`config.mk`:
```
export PLATFORM = sky130hd
export DESIGN_NAME = uart_tx_arbiter
export DESIGN_NICKNAME = d
export VERILOG_FILES = /design/src/rtl/uart_arb_pkg.sv /design/src/rtl/rr_pick.sv /design/src/rtl/uart_tx_arbiter.sv
export SDC_FILE = /design/constraint.sdc
export NUM_CORES = 1
export LEC_CHECK = 0
export ABC_AREA = 1
export CORE_UTILIZATION = 43
export CTS_CLUSTER_SIZE = 14
export DETAILED_ROUTE_END_ITERATION = 10
export PLACE_DENSITY = 0.79
export SKIP_LAST_GASP = 1
export SLEW_MARGIN = 25
export SYNTH_ARGS = -nofsm -noshare
export SYNTH_HDL_FRONTEND = slang
export SYNTH_HIERARCHICAL = 1
export SYNTH_SLANG_ARGS = --single-unit
```
`constraint.sdc`:
```
create_clock -name clk -period 1.7 [get_ports clk]
set_input_delay 0.51 -clock clk [delete_from_list [all_inputs] [get_ports clk]]
set_output_delay 0.51 -clock clk [all_outputs]
set_load 0.01 [all_outputs]
```
`src/rtl/uart_arb_pkg.sv`:
```
// Shared types and helpers for the uart_tx byte-stream arbiter.
package uart_arb_pkg;

    typedef enum logic [1:0] {
        IDLE       = 2'd0,
        SEND       = 2'd1,
        WAIT_START = 2'd2,
        WAIT_DONE  = 2'd3
    } state_t;

    // Bits needed to index/count v values; never 0 so it can always size a vector.
    function automatic int unsigned clog2(input int unsigned v);
        int unsigned r;
        r = 0;
        while ((32'd1 << r) < v) r++;
        return (r == 0) ? 1 : r;
    endfunction

endpackage

```
`src/rtl/rr_pick.sv`:
```
// Combinational round-robin picker: locked owner only, else first valid from ptr upward.
module rr_pick
    import uart_arb_pkg::*;
#(
    parameter int unsigned NREQ = 2,
    parameter int unsigned PW   = clog2(NREQ)
) (
    input  logic [NREQ-1:0] req,
    input  logic [PW-1:0]   ptr,
    input  logic            lock,
    input  logic [PW-1:0]   owner,
    output logic            valid,
    output logic [PW-1:0]   index
);

    int unsigned j;

    always_comb begin
        valid = 1'b0;
        index = '0;
        j     = 0;
        if (lock) begin
            valid = req[owner];
            index = owner;
        end else begin
            for (int unsigned k = 0; k < NREQ; k++) begin
                j = 32'(ptr) + k;
                if (j >= NREQ) j = j - NREQ;
                if (!valid && req[PW'(j)]) begin
                    valid = 1'b1;
                    index = PW'(j);
                end
            end
        end
    end

endmodule

```
`src/rtl/uart_tx_arbiter.sv`:
```
// Shares one uart_tx between NREQ byte-stream requesters with round-robin
// fairness and packet locking; sequences each byte on tx_en / tx_busy.
module uart_tx_arbiter
    import uart_arb_pkg::*;
#(
    parameter int unsigned NREQ     = 2,
    parameter int unsigned START_TO = 4
) (
    input  logic              clk,
    input  logic              reset,
    input  logic [NREQ-1:0]   req_valid,
    input  logic [8*NREQ-1:0] req_data,
    input  logic [NREQ-1:0]   req_last,
    output logic [NREQ-1:0]   req_ready,
    output logic              tx_en,
    output logic [7:0]        tx_data,
    input  logic              tx_busy,
    output logic [NREQ-1:0]   grant,
    output logic              locked,
    output logic              timeout_err,
    input  logic              clr_err
);

    localparam int unsigned PW = clog2(NREQ);
    localparam int unsigned CW = clog2(START_TO + 1);

    state_t        state;
    logic [PW-1:0] ptr;
    logic [PW-1:0] owner;
    logic [CW-1:0] cnt;
    logic          pick_valid;
    logic [PW-1:0] pick_idx;
    logic          accept;
    logic [7:0]    lane [NREQ];

    for (genvar g = 0; g < NREQ; g++) begin : g_lane
        assign lane[g] = req_data[8*g +: 8];
    end

    rr_pick #(.NREQ(NREQ), .PW(PW)) u_pick (
        .req   (req_valid),
        .ptr   (ptr),
        .lock  (locked),
        .owner (owner),
        .valid (pick_valid),
        .index (pick_idx)
    );

    assign accept = (state == IDLE) && !tx_busy && pick_valid;

    // Ready is the accept strobe itself, so at most one bit can be high.
    always_comb begin
        req_ready = '0;
        if (accept) req_ready[pick_idx] = 1'b1;
    end

    always_ff @(posedge clk or posedge reset) begin
        if (reset) begin
            state       <= IDLE;
            tx_en       <= 1'b0;
            tx_data     <= '0;
            grant       <= '0;
            locked      <= 1'b0;
            ptr         <= '0;
            owner       <= '0;
            cnt         <= '0;
            timeout_err <= 1'b0;
        end else begin
            tx_en <= 1'b0;
            if (clr_err) timeout_err <= 1'b0;
            case (state)
                IDLE: begin
                    if (accept) begin
                        tx_data <= lane[pick_idx];
                        grant   <= NREQ'(1'b1) << pick_idx;
                        owner   <= pick_idx;
                        tx_en   <= 1'b1;
                        state   <= SEND;
                        if (req_last[pick_idx]) begin
                            locked <= 1'b0;
                            ptr    <= (pick_idx == PW'(NREQ - 1)) ? '0 : pick_idx + PW'(1);
                        end else begin
                            locked <= 1'b1;
                        end
                    end
                end
                SEND: begin
                    cnt   <= '0;
                    state <= WAIT_START;
                end
                WAIT_START: begin
                    if (tx_busy) begin
                        state <= WAIT_DONE;
                    end else if (cnt == CW'(START_TO - 1)) begin
                        // Byte is considered lost; lock is kept so the packet owner retries.
                        if (!clr_err) timeout_err <= 1'b1;
                        state <= IDLE;
                        if (!locked) grant <= '0;
                    end else begin
                        cnt <= cnt + CW'(1);
                    end
                end
                WAIT_DONE: begin
                    if (!tx_busy) begin
                        state <= IDLE;
                        if (!locked) grant <= '0;
                    end
                end
                default: state <= IDLE;
            endcase
        end
    end

endmodule

```
==> impl_results.md <==
* Status: finished, violations left
* Failing checks: negative setup slack
* Synth Cell Area at 1020 um2
* Async set or reset register ratio after synthesis at 100%
* Mean area per synthesized cell at 7.43 um2
* GRT Residual Overflow at 0
* Detail Route Antenna Nets at 0
* CTS clk-pin slew, worst paths at 0.12 ns
* Overall Power at 2.58 mW
* Largest net degree at the start of global routing at 21
* Power per Cell Area at 1500 nW/um2
* Worst-Skew Late Latency at about 0.3 ns
* Area Growth Syn to Fin at 68.6%
* Drt total wl at 3080 um
* Min cycle time layout at 1.92 ns
* Layout cell share with drive strength beyond 1 at between 20 and 30%
* Power Internal at approximately 1.6 mW
* Setup WS post-layout at -0.223 ns
* Clock tree from TritonCTS: built
* Yosys warning count at 6
* Library cells used by synthesis at 22
* Sink Count at 20
* Final period utilization at 113%
* CP Capture Type: output pin
* First-pass GRT wire length at 4650 um
* Worst Skew at 0.00266 ns
* Layout net count at approximately 230
* # diodes at 0
* RSZ-0062 raised after global routing: yes
* Min Hold Slack at 0.493 ns
* Sw Share at approximately 40%
* CP startpoint kind: flip-flop
* Via density at between 4 and 5
* Via count at 1,141
* Root buf cell: clkbuf_4
* Buffers on Ports at 38
* Worst EP required at roughly 1.2 ns
* Kind of critical path: reg -> out
* Most used DFF post-synth: dfrtp_1
* Worst VDD drop at just over 1 mV
* Relative slew margins at 73.2%
* Antenna violations before repair at 0
* Starting density of the core at between 40% and 50%
* Hold Violations, Final at 0
* Die height at 50.7 um
* FMAX at 520 MHz
* Slew @ Worst Pin at approximately 0.4 ns
* Part of the power in registers at 31.3%
* IO Pins at 39
* Worst hold path class: reg -> reg
* H-tree depth at 1
* Final setup vio count at 5
* Cells after synthesis at 137
* Total die area at between 2000 and 3000 um2
* Pleak at 0.982 nW
* Final Max Tran Viols at 0
* Num CTS Buffers at 3
* Die Wd at 50.7 um
* Synth Net Count at between 150 and 200
* Vias in the first global route at roughly 1,100
* Worst endpoint data arrival time at 1.41 ns
* WL/cell at 13.2 um
* Core Area at 2210 um2
* Count of state elements after synthesis at 20
* Seq/Total Area, Yosys at 49.1%
* First-pass iteration count of the detailed router at 4
* GRT Overall Usage at between 20 and 30%
* Crit-path max FO at 3
* Psw at 1.02 mW
* MaxCap Viol Count at 0
* Max clock buf depth at 2
* Final TNS setup at -0.518 ns
* Post-DP HPWL at 1900 um
* Cell Rows at 17
* RD Place Congestion at 0.903
* Number of flops mapped to enable cells by yosys at 0
* Clock power share at 15.3%
* Drt drc at 0
* Initial DRC count at 26
* Combinational power share at 53.5%
state kept, by name, indices dropped and copies added (netlist names):
register,flops
cnt,3
grant,2
locked,1
owner,1
ptr,1
state,2
timeout_err,1
tx_data,8
tx_en,1
power by group through the flow:
stage	Sequential (mW)	Combinational, mW	Clock (mW)
2_1_floorplan	0.849	0.556	0
3_3_place_gp	0.778	1.17	0
3_5_place_dp	0.792	1.21	0
4_1_cts	0.787	1.26	0.396
5_1_grt	0.819	1.53	0.412
6_report	0.806	1.38	0.393
critical path: stages (launching register included):
cell and delay, ns:
dfrtp_1 0.43, inv_1 0.05, nand2_1 0.09, nand2_2 0.08, nand2_4 0.07, nand3_4 0.09
inv_2 0.08, nand2_2 0.05, inv_1 0.05, buf_2 0.11
cell type report:
| class | count | area (um2) |
|---|---|---|
| clock inverters | 1 | 30.0 |
| repair buffers | 67 | 584 |
| flip-flops and latches | 20 | 500 |
| multi-input cells | 99 | 488 |
| well taps | 28 | 35.0 |
| clock buffers | 3 | 22.5 |
| fillers | 160 | 495 |
| inverters | 15 | 56.3 |
cells by family after synthesis:
family / count (synthesis) / synth area share, %
fa+ha+maj: 2 / 2.46
mux: 1 / 0.983
simple gates: 86 / 33.7
flops: 20 / 49.1
compound gates: 10 / 5.90
buf+inv: 18 / 7.86
metal layers:
| layer | GRT usage [%] | routed length, um | vias to the layer above |
|---|---|---|---|
| met5 | 0 | 0 | - |
| met4 | 10.2 | 69 | 0 |
| met3 | 5.45 | 188 | 10 |
| met2 | 49.8 | 1650 | 51 |
| met1 | 24.3 | 1170 | 528 |
| li1 | - | - | 552 |
what timing repair did:
item,in CTS,in global routing
endpoints found under the setup margin,14,13
resized for setup,29,20
buffers inserted,12,2
pin swaps,4,9
hold buffers,0,0
metrics by stage:
stage	setup slack (ns)	util (%)	area, um2	std cells
after floorplan	0.0861	-	1020	137
after global placement	-0.753	70.2	1550	219
after detailed placement	-0.797	70.2	1550	219
after CTS	-0.212	75.9	1680	235
after global routing	-0.340	77.6	1720	233
final	-0.223	77.6	1720	233
final timing paths:
check	startpoint	to	slack, ns	depth (start not counted)
max in group asynchronous	reset	tx_data[2]	0.97	3
min in group asynchronous	reset	timeout_err	0.52	3
min reg2reg	tx_data[7]	tx_data[7]	0.49	2
max reg2reg	owner	state[0]	-0.04	14
max	owner	req_ready[1]	-0.22	9
min	tx_data[7]	tx_data[7]	0.49	2
synth_stat cells, types with 2 or more instances:
cell	count	area share, %
nor2_1	6	2.2
nand3_1	2	0.98
nand2_1	73	27
dfrtp_1	20	49
o21ai_0	5	2.5
inv_1	14	5.2
ha_1	2	2.5
cell usage in the layout (no fill, tap or decap), drive strengths merged, types with 2 or more instances in the layout:
cell type,instances
nand2,74
buf,31
dfrtp,20
clkdlybuf4s50,20
inv,15
dlygate4sd2,14
nor2,7
o21ai,7
clkbuf,3
nand3,3
ha,2
(Power assumes the default switching activity.)
